===== config.mk =====
export PLATFORM = sky130hd
export DESIGN_NAME = mmio_uart_tx
export DESIGN_NICKNAME = d
export VERILOG_FILES = /design/src/rtl/mmio_pkg.sv /design/src/rtl/tx_fifo.sv /design/src/rtl/mmio_uart_tx.sv
export SDC_FILE = /design/constraint.sdc
export NUM_CORES = 1
export LEC_CHECK = 0
export BUFFER_PORTS_ARGS = -buffer_cell sky130_fd_sc_hd__buf_2
export CAP_MARGIN = 40
export CORE_ASPECT_RATIO = 0.75
export CORE_UTILIZATION = 40
export DETAILED_ROUTE_END_ITERATION = 7
export PLACE_DENSITY = 0.71
export RECOVER_POWER = 50
export SLEW_MARGIN = 20
export SYNTH_ARGS = -nofsm -noshare
export SYNTH_HDL_FRONTEND = slang
export SYNTH_SLANG_ARGS = --single-unit

===== constraint.sdc =====
create_clock -name clk -period 3.7 [get_ports clk]
set_input_delay 0.74 -clock clk [delete_from_list [all_inputs] [get_ports clk]]
set_output_delay 0.74 -clock clk [all_outputs]
set_load 0.1 [all_outputs]

===== src/rtl/mmio_pkg.sv =====
// rtl/mmio_pkg.sv - shared register offsets, STATUS bit positions and FSM encoding
//
// Purpose: constants and small helpers shared by the UART transmitter and its bench.
// Ports: none (package).
package mmio_pkg;

   // Register offsets within the 16-byte window (DataAdr[3:0])
   localparam logic [3:0] OFF_TXDATA  = 4'h0;
   localparam logic [3:0] OFF_STATUS  = 4'h4;
   localparam logic [3:0] OFF_BAUDDIV = 4'h8;

   // STATUS bit positions
   localparam int STAT_BUSY  = 0;
   localparam int STAT_FULL  = 1;
   localparam int STAT_EMPTY = 2;
   localparam int STAT_OVF   = 3;

   typedef enum logic [1:0] {
      S_IDLE  = 2'd0,
      S_START = 2'd1,
      S_DATA  = 2'd2,
      S_STOP  = 2'd3
   } uart_state_t;

   // Serial line level presented while in a given state
   function automatic logic line_level(input uart_state_t st, input logic data_bit);
      case (st)
         S_IDLE:  return 1'b1;
         S_START: return 1'b0;
         S_DATA:  return data_bit;
         default: return 1'b1;
      endcase
   endfunction

   // A divider of 0 behaves as 1 so a bit always lasts at least one clock
   function automatic logic [15:0] bit_period(input logic [15:0] div);
      return (div == 16'd0) ? 16'd1 : div;
   endfunction

endpackage


===== src/rtl/tx_fifo.sv =====
// rtl/tx_fifo.sv - transmit byte FIFO with occupancy count
//
// Purpose: DEPTH-entry FIFO holding bytes waiting to be serialised.
// Ports:
//   clk, reset        - clock, synchronous active-high reset
//   push, din         - write strobe and data (ignored while full)
//   pop, dout         - read strobe (ignored while empty) and head data
//   full, empty       - occupancy flags
//   count             - number of stored entries
module tx_fifo #(
   parameter int DEPTH = 4,
   parameter int WIDTH = 8
) (
   input  logic                     clk,
   input  logic                     reset,
   input  logic                     push,
   input  logic [WIDTH-1:0]         din,
   input  logic                     pop,
   output logic [WIDTH-1:0]         dout,
   output logic                     full,
   output logic                     empty,
   output logic [$clog2(DEPTH):0]   count
);

   localparam int AW = $clog2(DEPTH);
   localparam logic [AW:0] FULL_COUNT = (AW + 1)'(DEPTH);

   logic [WIDTH-1:0] mem [DEPTH];
   logic [AW-1:0]    rd_ptr;
   logic [AW-1:0]    wr_ptr;
   logic             do_push;
   logic             do_pop;

   assign full    = (count == FULL_COUNT);
   assign empty   = (count == '0);
   assign do_push = push & ~full;
   assign do_pop  = pop & ~empty;
   assign dout    = mem[rd_ptr];

   always_ff @(posedge clk) begin
      if (do_push && !reset) begin
         mem[wr_ptr] <= din;
      end
   end

   // Pointers wrap naturally because DEPTH is a power of two
   always_ff @(posedge clk) begin
      if (reset) begin
         rd_ptr <= '0;
         wr_ptr <= '0;
         count  <= '0;
      end else begin
         if (do_push) wr_ptr <= wr_ptr + 1'b1;
         if (do_pop)  rd_ptr <= rd_ptr + 1'b1;
         case ({do_push, do_pop})
            2'b10:   count <= count + 1'b1;
            2'b01:   count <= count - 1'b1;
            default: count <= count;
         endcase
      end
   end

endmodule


===== src/rtl/mmio_uart_tx.sv =====
// rtl/mmio_uart_tx.sv - memory-mapped UART transmitter with byte FIFO
//
// Purpose: three-register MMIO window (TXDATA, STATUS, BAUDDIV) feeding an
// 8N1 serialiser.
// Ports:
//   clk, reset_input      - clock, synchronous active-high reset
//   DataAdr, WriteData    - processor address and store data
//   MemWrite              - processor store strobe
//   RD                    - combinational read data for the addressed register
//   sel                   - combinational window hit for the top-level read mux
//   tx                    - registered serial line, idle high
module mmio_uart_tx
   import mmio_pkg::*;
#(
   parameter logic [31:0] BASE_ADDR   = 32'h0000_0100,
   parameter int          FIFO_DEPTH  = 4,
   parameter int          DEFAULT_DIV = 16
) (
   input  logic        clk,
   input  logic        reset_input,
   input  logic [31:0] DataAdr,
   input  logic [31:0] WriteData,
   input  logic        MemWrite,
   output logic [31:0] RD,
   output logic        sel,
   output logic        tx
);

   logic [3:0]  offset;
   logic        wr_txdata;
   logic        wr_status;
   logic        wr_baud;

   logic        overflow_q;
   logic [15:0] baud_q;

   logic        fifo_pop;
   logic        fifo_full;
   logic        fifo_empty;
   logic [7:0]  fifo_dout;
   logic [$clog2(FIFO_DEPTH):0] fifo_count;

   uart_state_t state_q, state_n;
   logic [15:0] cnt_q, cnt_n;
   logic [15:0] period_q, period_n;
   logic [15:0] new_period;
   logic [2:0]  idx_q, idx_n;
   logic [7:0]  shift_q, shift_n;
   logic        tx_q;
   logic [31:0] status;
   logic        unused_bits;

   assign offset    = DataAdr[3:0];
   assign sel       = (DataAdr[31:4] == BASE_ADDR[31:4]);
   assign wr_txdata = MemWrite & sel & (offset == OFF_TXDATA);
   assign wr_status = MemWrite & sel & (offset == OFF_STATUS);
   assign wr_baud   = MemWrite & sel & (offset == OFF_BAUDDIV);

   assign unused_bits = ^{WriteData[31:16], fifo_count};

   tx_fifo #(
      .DEPTH (FIFO_DEPTH),
      .WIDTH (8)
   ) u_fifo (
      .clk   (clk),
      .reset (reset_input),
      .push  (wr_txdata),
      .din   (WriteData[7:0]),
      .pop   (fifo_pop),
      .dout  (fifo_dout),
      .full  (fifo_full),
      .empty (fifo_empty),
      .count (fifo_count)
   );

   // Overflow set takes priority over a clear on the same edge; full is the
   // pre-edge value, so a simultaneous pop does not rescue the byte.
   always_ff @(posedge clk) begin
      if (reset_input) begin
         overflow_q <= 1'b0;
         baud_q     <= 16'(DEFAULT_DIV);
      end else begin
         if (wr_txdata && fifo_full) begin
            overflow_q <= 1'b1;
         end else if (wr_status && WriteData[STAT_OVF]) begin
            overflow_q <= 1'b0;
         end
         if (wr_baud) begin
            baud_q <= WriteData[15:0];
         end
      end
   end

   always_comb begin
      status             = '0;
      status[STAT_BUSY]  = (state_q != S_IDLE);
      status[STAT_FULL]  = fifo_full;
      status[STAT_EMPTY] = fifo_empty;
      status[STAT_OVF]   = overflow_q;
   end

   always_comb begin
      RD = '0;
      if (sel) begin
         case (offset)
            OFF_STATUS:  RD = status;
            OFF_BAUDDIV: RD = {16'h0000, baud_q};
            default:     RD = '0;
         endcase
      end
   end

   assign new_period = bit_period(baud_q);

   always_ff @(posedge clk) begin
      if (reset_input) begin
         state_q  <= S_IDLE;
         cnt_q    <= '0;
         period_q <= '0;
         idx_q    <= '0;
         shift_q  <= '0;
         tx_q     <= 1'b1;
      end else begin
         state_q  <= state_n;
         cnt_q    <= cnt_n;
         period_q <= period_n;
         idx_q    <= idx_n;
         shift_q  <= shift_n;
         tx_q     <= line_level(state_q, shift_q[0]);
      end
   end

   assign tx = tx_q;

   // The divider is sampled only when a frame starts, so BAUDDIV writes
   // during a frame take effect on the following frame.
   always_comb begin
      logic start_frame;
      state_n     = state_q;
      cnt_n       = cnt_q;
      period_n    = period_q;
      idx_n       = idx_q;
      shift_n     = shift_q;
      fifo_pop    = 1'b0;
      start_frame = 1'b0;

      if (state_q != S_IDLE) begin
         cnt_n = (cnt_q == 16'd0) ? period_q - 16'd1 : cnt_q - 16'd1;
      end

      case (state_q)
         S_IDLE: begin
            if (!fifo_empty) start_frame = 1'b1;
         end
         S_START: begin
            if (cnt_q == 16'd0) begin
               state_n = S_DATA;
               idx_n   = 3'd0;
            end
         end
         S_DATA: begin
            if (cnt_q == 16'd0) begin
               if (idx_q == 3'd7) begin
                  state_n = S_STOP;
               end else begin
                  idx_n   = idx_q + 3'd1;
                  shift_n = {1'b0, shift_q[7:1]};
               end
            end
         end
         S_STOP: begin
            if (cnt_q == 16'd0) begin
               if (!fifo_empty) begin
                  start_frame = 1'b1;
               end else begin
                  state_n = S_IDLE;
                  cnt_n   = 16'd0;
                  idx_n   = 3'd0;
               end
            end
         end
         default: state_n = S_IDLE;
      endcase

      if (start_frame) begin
         fifo_pop = 1'b1;
         shift_n  = fifo_dout;
         state_n  = S_START;
         period_n = new_period;
         cnt_n    = new_period - 16'd1;
         idx_n    = 3'd0;
      end
   end

endmodule


==> metrics.md, run 1 <==
| Metric | Value |
|---|---|
| CP arrival | 2510 ps |
| Psw | 1740 uW |
| Crit Path Category | input port to output pin |
| Worst IR Drop VDD | 0.000472 V |
| Grt ovf | 0 |
| Reg power frac | 33.0% |
| Initial Util | 41.2% |
| Die H | 105 um |
| RSZ-0062 raised after global routing | false |
| Crit path launch type | input port |
| Clock Pin Slew Worst Setup and Hold Paths | 70 ps |
| Vias per cell | 5.78 |
| CP Max Fanout | 13 |
| Antenna-violating nets left | 0 |
| Area Growth Syn to Fin | 16.1% |
| Combinational share of power | 43.9% |
| Vias | 4838 |
| Routed WL | 14500 um |
| Layout net count | 740 |
| Setup crit end kind | output pin |
| Global Route Usage Sum | 20.4% |
| Clk_lat worst skew | 360 ps |
| Minimum clock period | 3250 ps |
| Ys Warns | 0 |
| Largest net degree at the start of global routing | 36 |
| CORE AREA | 13700 um2 |
| Setup Buffers After CTS | 0 |
| Rows | 37 |
| Worst Tran Pin Value | 1390 ps |
| Max-capacitance violation count | 0 |
| Post-DP HPWL | 10700 um |
| Antenna violations before repair | 0 |
| Synth unique cells | 74 |
| WL per Instance | 17.3 um |
| Int Power | 2230 uW |
| H-tree levels | 3 |
| Die X | 139 um |
| Vias in the first global route | 4735 |
| Avg Synthesized Cell Area | 9.49 um2 |
| Post-Syn Area | 5670 um2 |
| Fin crit share | 87.9% |
| Max clock buf depth | 2 |
| First-pass GRT wire length | 23500 um |
| RD Place Congestion | 0.918 |
| Hold WC Path Type | flip-flop to flip-flop |
| Die ar. | 14600 um2 |
| Final Hold Vio Count | 0 |
| # hold bufs at CTS | 0 |
| Fin. max-slew vios | 0 |
| Clock tree root driver cell | clkbuf_16 |
| EDFF count, synth | 32 |
| DR iter-0 viols | 366 |
| CTS tree | done |
| Leakage power | 0.00241 uW |
| Share of cells above drive strength 1 | 18.0% |
| Cells resized by post-CTS repair | 0 |
| Top FF cell, synth | dfxtp_1 |
| Syn Inst Count | 597 |
| Fin Setup TNS | 0 ps |
| Sw Share | 43.8% |
| Final Util | 47.8% |
| Achievable Freq | 0.307 GHz |
| Setup Viol. Count Final | 0 |
| # diodes | 0 |
| FFs w/ async S/R, synth | 0% |
| First drt pass iteration count | 5 |
| Clock group share of total power | 23.1% |
| CTS Buf Count | 9 |
| Fraction of the yosys area taken by sequential cells | 42.4% |
| Yosys reg bits | 104 |
| Worst Path Required | 2960 ps |
| PD cells | 603 nW/um2 |
| Clk sink count | 104 |
| Top Ports | 101 |
| I/O Buffers | 68 |
| Status | finished, final reports clean |
| Clk_skew | 8.66 ps |
| Rel. slew slack | 7.56% |
| Residual DRC count | 0 |
final timing paths:
check | startpoint | end | slack (ps) | cells past startpoint
worst min-delay path | overflow_q | overflow_q | 460 | 2
worst max register to register | cnt_q[8] | period_q[0] | 600 | 8
worst min register to register | overflow_q | overflow_q | 460 | 2
worst max-delay path | DataAdr[7] | sel | 450 | 7
power by group through the flow:
stage | clock, uW | combinational (uW) | sequential [uW]
after floorplan | 0 | 1320 | 1330
after global placement | 0 | 1710 | 1330
after detailed placement | 0 | 1730 | 1330
after CTS | 934 | 1730 | 1310
after global routing | 969 | 1900 | 1320
final | 917 | 1740 | 1310
cells by family (layout without fill, tap and decap cells):
kind of cell,after synthesis,in the layout,synth area share [%]
fa+ha+maj,16,16,3.67
mux,37,37,8.30
buf+inv,63,113,5.65
simple gates,232,232,22.0
compound gates,128,128,15.5
other cells,1,16,0.0662
xor+xnor,16,16,2.47
flops,104,104,42.4
per-layer routing:
metal	GRT usage (%)	vias up	share of wire, %
li1	-	2308	-
met2	33.3	223	45
met3	5.45	28	7.7
met1	26.2	2279	45
met4	6.03	0	1.7
met5	0	-	0
sequential cells by signal, indices dropped and copies added, names as in the netlist, named ones only:
register / cells
cnt_q: 16
shift_q: 8
u_fifo.mem: 32
idx_q: 3
u_fifo.wr_ptr: 2
baud_q: 16
overflow_q: 1
period_q: 16
state_q: 2
u_fifo.rd_ptr: 2
u_fifo.count: 3
tx: 1
synthesized netlist by cell type, types with 3 or more instances:
cell type / n / area (um2)
nor4_4: 3 / 63.8
nor3_1: 15 / 75.1
o22ai_1: 3 / 18.8
mux4_2: 8 / 180
a21oi_1: 38 / 190
nor3b_1: 4 / 30.0
buf_4: 19 / 143
o221ai_1: 4 / 35.0
dfxtp_1: 72 / 1440
nand4_1: 8 / 50.1
o21ai_1: 4 / 20.0
xnor2_1: 9 / 78.8
mux2i_1: 29 / 290
nor2_1: 56 / 210
nand2_1: 54 / 203
a22oi_1: 4 / 30.0
o21ai_0: 14 / 70.1
a31oi_1: 3 / 18.8
or4_1: 5 / 37.5
nand2b_1: 4 / 25.0
nor4_1: 13 / 81.3
o31ai_1: 8 / 60.1
and2_1: 7 / 43.8
a211oi_1: 11 / 82.6
clkbuf_1: 25 / 93.8
a32oi_1: 5 / 43.8
o211ai_1: 3 / 22.5
or3_1: 7 / 43.8
ha_1: 15 / 188
or2_2: 3 / 18.8
and3_1: 18 / 113
buf_2: 4 / 20.0
inv_1: 13 / 48.8
xor2_1: 7 / 61.3
nand4b_1: 3 / 26.3
nor4b_1: 4 / 35.0
nand3_1: 17 / 85.1
edfxtp_1: 32 / 961
critical path: stages:
cell and delay, ps:
buf_2 100, nor4b_1 410, nand4_1 130, or2_2 360, inv_1 150, buf_4 190, buf_2 440
final cells by class:
cell class | count | area (um2)
fillers | 1251 | 7170
multi-input cells | 445 | 3020
flip-flops and latches | 104 | 2400
repair buffers | 84 | 612
clock buffers | 10 | 229
well taps | 175 | 219
clock inverters | 6 | 51.3
inverters | 13 | 48.8
per-stage QoR:
step	std cells	setup WS, ps	hold WS (ps)	power [uW]	instance area [um2]
2_1_floorplan	612	43.5	432	2650	5730
3_3_place_gp	820	479	443	3040	6320
3_5_place_dp	820	344	448	3060	6320
4_1_cts	836	434	458	3970	6600
5_1_grt	837	270	499	4190	6580
6_report	837	447	463	3970	6580
layout by cell type (no fill, tap or decap), drive strengths merged, types with 18 or more instances in the layout:
cell type and count:
nand2 54, edfxtp 32, nand3 18, buf 70, dfxtp 72, mux2i 29
o21ai 18, nor2 57, and3 18, clkbuf 24, a21oi 38
Note: power is estimated with default switching activity, not from simulation.
==> run 2: changes to the inputs <==
CORE_UTILIZATION = 55   (was 40)
PLACE_DENSITY = 0.9   (was 0.71)
==> metrics.md, run 2 (same netlist as run 1, synthesis figures left out) <==
| Metric | Value |
|---|---|
| Max clock buf depth | 2 |
| H-tree levels | 3 |
| Crit path launch type | input port |
| DP Area | 6100 um2 |
| Worst IR Drop VDD | 0.000430 V |
| Clk_lat worst skew | 360 ps |
| Rel. slew slack | -6.75% |
| Initial Util | 57.7% |
| Met2 WL | 7000 um |
| Final Cell Area | 6400 um2 |
| Share of cells above drive strength 1 | 18.5% |
| DR top layer | met4 |
| Setup Buffers After CTS | 0 |
| Die H | 89.9 um |
| Clk sink count | 104 |
| Hold WC Path Type | flip-flop to flip-flop |
| Largest Register | u_fifo.mem |
| Antenna violations before repair | 0 |
| Metal3 WL | 2220 um |
| Die ar. | 10700 um2 |
| Final Hold Vio Count | 0 |
| Final-layout fill cell count | 713 |
| R2r endpoint | cnt_q[9] |
| Grt ovf | 0 |
| Leakage power | 0.00241 uW |
| Reg2reg start | u_fifo.count[2] |
| Max-capacitance violation count | 2 |
| Reg2Reg Setup Slack | 320 ps |
| Status | finished, violations left |
| I/O Buffers | 68 |
| Crit Path Category | input port to output pin |
| CP Max Fanout | 17 |
| Worst Hold End | overflow_q |
| Area Growth Syn to Fin | 13.0% |
| Fin crit share | 93.0% |
| Area of the multi-input gates | 3020 um2 |
| Max FFs per register | 32 |
| Setup crit end kind | output pin |
| Fin Setup TNS | 0 ps |
| WHS Path Cells | 2 |
| PD cells | 654 nW/um2 |
| Worst Path Required | 2960 ps |
| Vias | 5273 |
| CTS tree | done |
| Tot Pwr | 4190 uW |
| CORE AREA | 9810 um2 |
| Final Util | 65.2% |
| Most frequent cells in the layout | dfxtp_1, buf_2, nor2_1 |
| DR iter-0 viols | 641 |
| Commonest non-fill, non-tap cell in the layout | dfxtp_1 |
| WL per Instance | 20.0 um |
| Clock tree root driver cell | clkbuf_16 |
| CTS Buf Count | 9 |
| Die X | 119 um |
| # hold bufs at CTS | 0 |
| CP arrival | 2700 ps |
| First drt pass iteration count | 8 |
| Post-DP HPWL | 11000 um |
| Achievable Freq | 0.291 GHz |
| # diodes | 0 |
| Largest net degree at the start of global routing | 57 |
| Residual DRC count | 0 |
| Fin. max-slew vios | 65 |
| RSZ-0062 raised after global routing | false |
| Register area | 2400 um2 |
| First-pass GRT wire length | 25500 um |
| RD Place Congestion | 1.01 |
| Clk_skew | 8.81 ps |
| Cells resized by post-CTS repair | 0 |
| Clock Pin Slew Worst Setup and Hold Paths | 80 ps |
| Met1 wire length | 6110 um |
| Failing checks | capacitance limit, slew limit |
| Top Ports | 101 |
| Global Route Usage Sum | 30.5% |
| Setup Viol. Count Final | 0 |
| Vias per cell | 6.65 |
| Routed WL | 15900 um |
| Worst Tran Pin Value | 1600 ps |
| Min-delay src | overflow_q |
| Vias in the first global route | 5186 |
| R2R depth | 6 |
| Layout net count | 739 |
| Minimum clock period | 3440 ps |
| Antenna-violating nets left | 0 |
| Rows | 31 |
run 2: changes by cell type in the layout (fill, tap and decap cells not counted), sizes merged:
| cell | before | now |
|---|---|---|
| bufinv | 0 | 1 |
| buf | 70 | 72 |
| clkbuf | 24 | 20 |
run 2: per-layer routing:
metal | up-vias | track usage [%]
li1 | 2315 | -
met1 | 2468 | 37.4
met2 | 417 | 46.7
met3 | 73 | 11.0
met4 | 0 | 16.6
met5 | - | 0
run 2: area by class of cell:
cell class,instances,area share (%)
inverter,13,0.762
multi-input combinational,445,47.1
timing repair buffer,83,6.98
clock inverter,7,1.51
clock buffer,9,3.52
tap,132,2.58
sequential,104,37.5
run 2: stage by stage:
stage,hold slack (ps),std cells,setup slack (ps)
after floorplan,432,612,43.5
after global placement,439,777,345
after detailed placement,449,777,121
after CTS,461,793,275
after global routing,499,793,59.4
final,461,793,259
run 2: report_power, final:
group / internal, uW / leakage [uW] / total, uW / switching, uW
logic: 556 / 0.00138 / 1850 / 1300
registers: 1230 / 0.000868 / 1320 / 87.5
clock network: 546 / 0.000154 / 1020 / 471
total: 2330 / 0.00241 / 4190 / 1860
run 2: critical path, cell delays in order:
cell and delay (ps):
buf_2 100, nor4b_1 310, nand4_1 160, or2_2 370, inv_1 310, and3_2 280
buf_2 430
run 2: worst max path at each step:
stage | start | end | slack, ps
4_1_cts | DataAdr[7] | RD[10] | 280
5_1_grt | DataAdr[7] | RD[5] | 60
3_5_place_dp | DataAdr[7] | u_fifo.count[2] | 120
6_report | DataAdr[7] | RD[10] | 260
3_3_place_gp | DataAdr[11] | u_fifo.count[2] | 340
2_1_floorplan | DataAdr[1] | RD[0] | 40
==> run 3: changes to the inputs <==
BUFFER_PORTS_ARGS = -buffer_cell sky130_fd_sc_hd__clkbuf_2   (was -buffer_cell sky130_fd_sc_hd__buf_2)
==> metrics.md, run 3 (same netlist as run 1, synthesis figures left out) <==
| Metric | Value |
|---|---|
| Achievable Freq | 0.293 GHz |
| Failing checks | capacitance limit, slew limit |
| PD cells | 638 nW/um2 |
| Rel. slew slack | -8.48% |
| Worst Path Required | 2960 ps |
| Clock tree root driver cell | clkbuf_16 |
| Setup Viol. Count Final | 0 |
| Routed WL | 16200 um |
| Crit Path Category | input port to output pin |
| Leakage power | 0.00238 uW |
| First drt pass iteration count | 5 |
| Cells resized by post-CTS repair | 0 |
| Max-capacitance violation count | 1 |
| Sw Share | 44.7% |
| CP Max Fanout | 10 |
| Antenna-violating nets left | 0 |
| Antenna violations before repair | 0 |
| Area Growth Syn to Fin | 12.6% |
| Residual DRC count | 0 |
| Setup crit end kind | output pin |
| Combinational share of power | 45.1% |
| Fin. max-slew vios | 36 |
| DR iter-0 viols | 728 |
| Fin crit share | 92.2% |
| Reg power frac | 32.4% |
| CORE AREA | 9810 um2 |
| Worst IR Drop VDD | 0.000442 V |
| Critical path origin | DataAdr[5] |
| RD Place Congestion | 0.943 |
| Die ar. | 10700 um2 |
| Final Util | 65.0% |
| Setup Buffers After CTS | 0 |
| Status | finished, violations left |
| Most frequent cells in the layout | dfxtp_1, nor2_1, nand2_1 |
| Vias in the first global route | 5065 |
| Share of cells above drive strength 1 | 17.9% |
| Clk sink count | 104 |
| Clk_skew | 10.3 ps |
| Min-delay src | overflow_q |
| Setup slack at placement | 358 ps |
| Hold WC Path Type | flip-flop to flip-flop |
| Die X | 119 um |
| Clock group share of total power | 22.5% |
| Clk_lat worst skew | 360 ps |
| Int Power | 2250 uW |
| Clock Pin Slew Worst Setup and Hold Paths | 80 ps |
| Grt ovf | 0 |
| Rows | 31 |
| Final Hold Vio Count | 0 |
| Max FFs per register | 32 |
| Worst Tran Pin Value | 1630 ps |
| RSZ-0062 raised after global routing | false |
| Top Ports | 101 |
| Largest net degree at the start of global routing | 54 |
| Post-DP HPWL | 11300 um |
| CTS Buf Count | 9 |
| # hold bufs at CTS | 0 |
| Die H | 89.9 um |
| Global Route Usage Sum | 31.3% |
| CP arrival | 2670 ps |
| Crit path launch type | input port |
| Minimum clock period | 3410 ps |
| H-tree levels | 3 |
| CTS tree | done |
| Final setup margin | 288 ps |
| Fin Setup TNS | 0 ps |
| WL per Instance | 20.4 um |
| Vias | 5273 |
| # diodes | 0 |
| First-pass GRT wire length | 26100 um |
| Largest Register | u_fifo.mem |
| Reg2reg start | u_fifo.count[2] |
| I/O Buffers | 68 |
| Psw | 1820 uW |
| Vias per cell | 6.63 |
| Layout net count | 741 |
| Max clock buf depth | 2 |
| Commonest non-fill, non-tap cell in the layout | dfxtp_1 |
| Initial Util | 57.7% |
run 3: cell count changes in the layout (fill, tap and decap cells not counted), sizes merged:
cell,change
clkbuf,+52
buf,-49
bufinv,-1
clkinvlp,-1
clkinv,+1
run 3: worst paths after layout:
kind / slack (ps) / endpoint / depth (start not counted)
setup / recovery: 290 / RD[6] / 8
hold / removal: 470 / overflow_q / 2
setup reg to reg: 320 / cnt_q[9] / 6
hold reg to reg: 470 / overflow_q / 2
run 3: critical path: stages:
cell      delay, ps
clkbuf_2         80
nor4_1          340
nand4_1         150
or2_2           360
inv_1           170
clkbuf_1        300
and3_2          240
buf_4           280
run 3: per-stage QoR:
step                instances  area, um2  hold WS (ps)  power, uW
floorplan                 612       5730           432       2650
global placement          779       6130           439       3020
detailed placement        779       6130           457       3090
CTS                       795       6410           469       4000
global route              795       6380           503       4250
finish                    795       6380           470       4070
run 3: power by group through the flow:
| stage | sequential, uW | combinational (uW) | clock, uW |
|---|---|---|---|
| 5_1_grt | 1330 | 1970 | 960 |
| 4_1_cts | 1310 | 1770 | 919 |
| 6_report | 1320 | 1840 | 917 |
| 3_5_place_dp | 1340 | 1750 | 0 |
| 3_3_place_gp | 1330 | 1690 | 0 |
| 2_1_floorplan | 1330 | 1320 | 0 |
run 3: layer usage:
| layer | GRT usage (%) | up-vias | part of all wire (%) | wire, um |
|---|---|---|---|---|
| li1 | - | 2320 | - | - |
| met1 | 40.3 | 2454 | 38 | 6210 |
| met2 | 48.8 | 422 | 45 | 7360 |
| met3 | 9.77 | 77 | 13 | 2120 |
| met4 | 12.6 | 0 | 3.3 | 529 |
| met5 | 0 | - | 0 | 0 |
run 3: area by class of cell:
| class | instances | area (um2) |
|---|---|---|
| Clock buffer | 10 | 229 |
| Sequential cell | 104 | 2400 |
| Fill cell | 749 | 3430 |
| Multi-Input combinational cell | 445 | 3020 |
| Tap cell | 132 | 165 |
| Timing Repair Buffer | 85 | 467 |
| Inverter | 13 | 48.8 |
| Clock inverter | 6 | 51.3 |
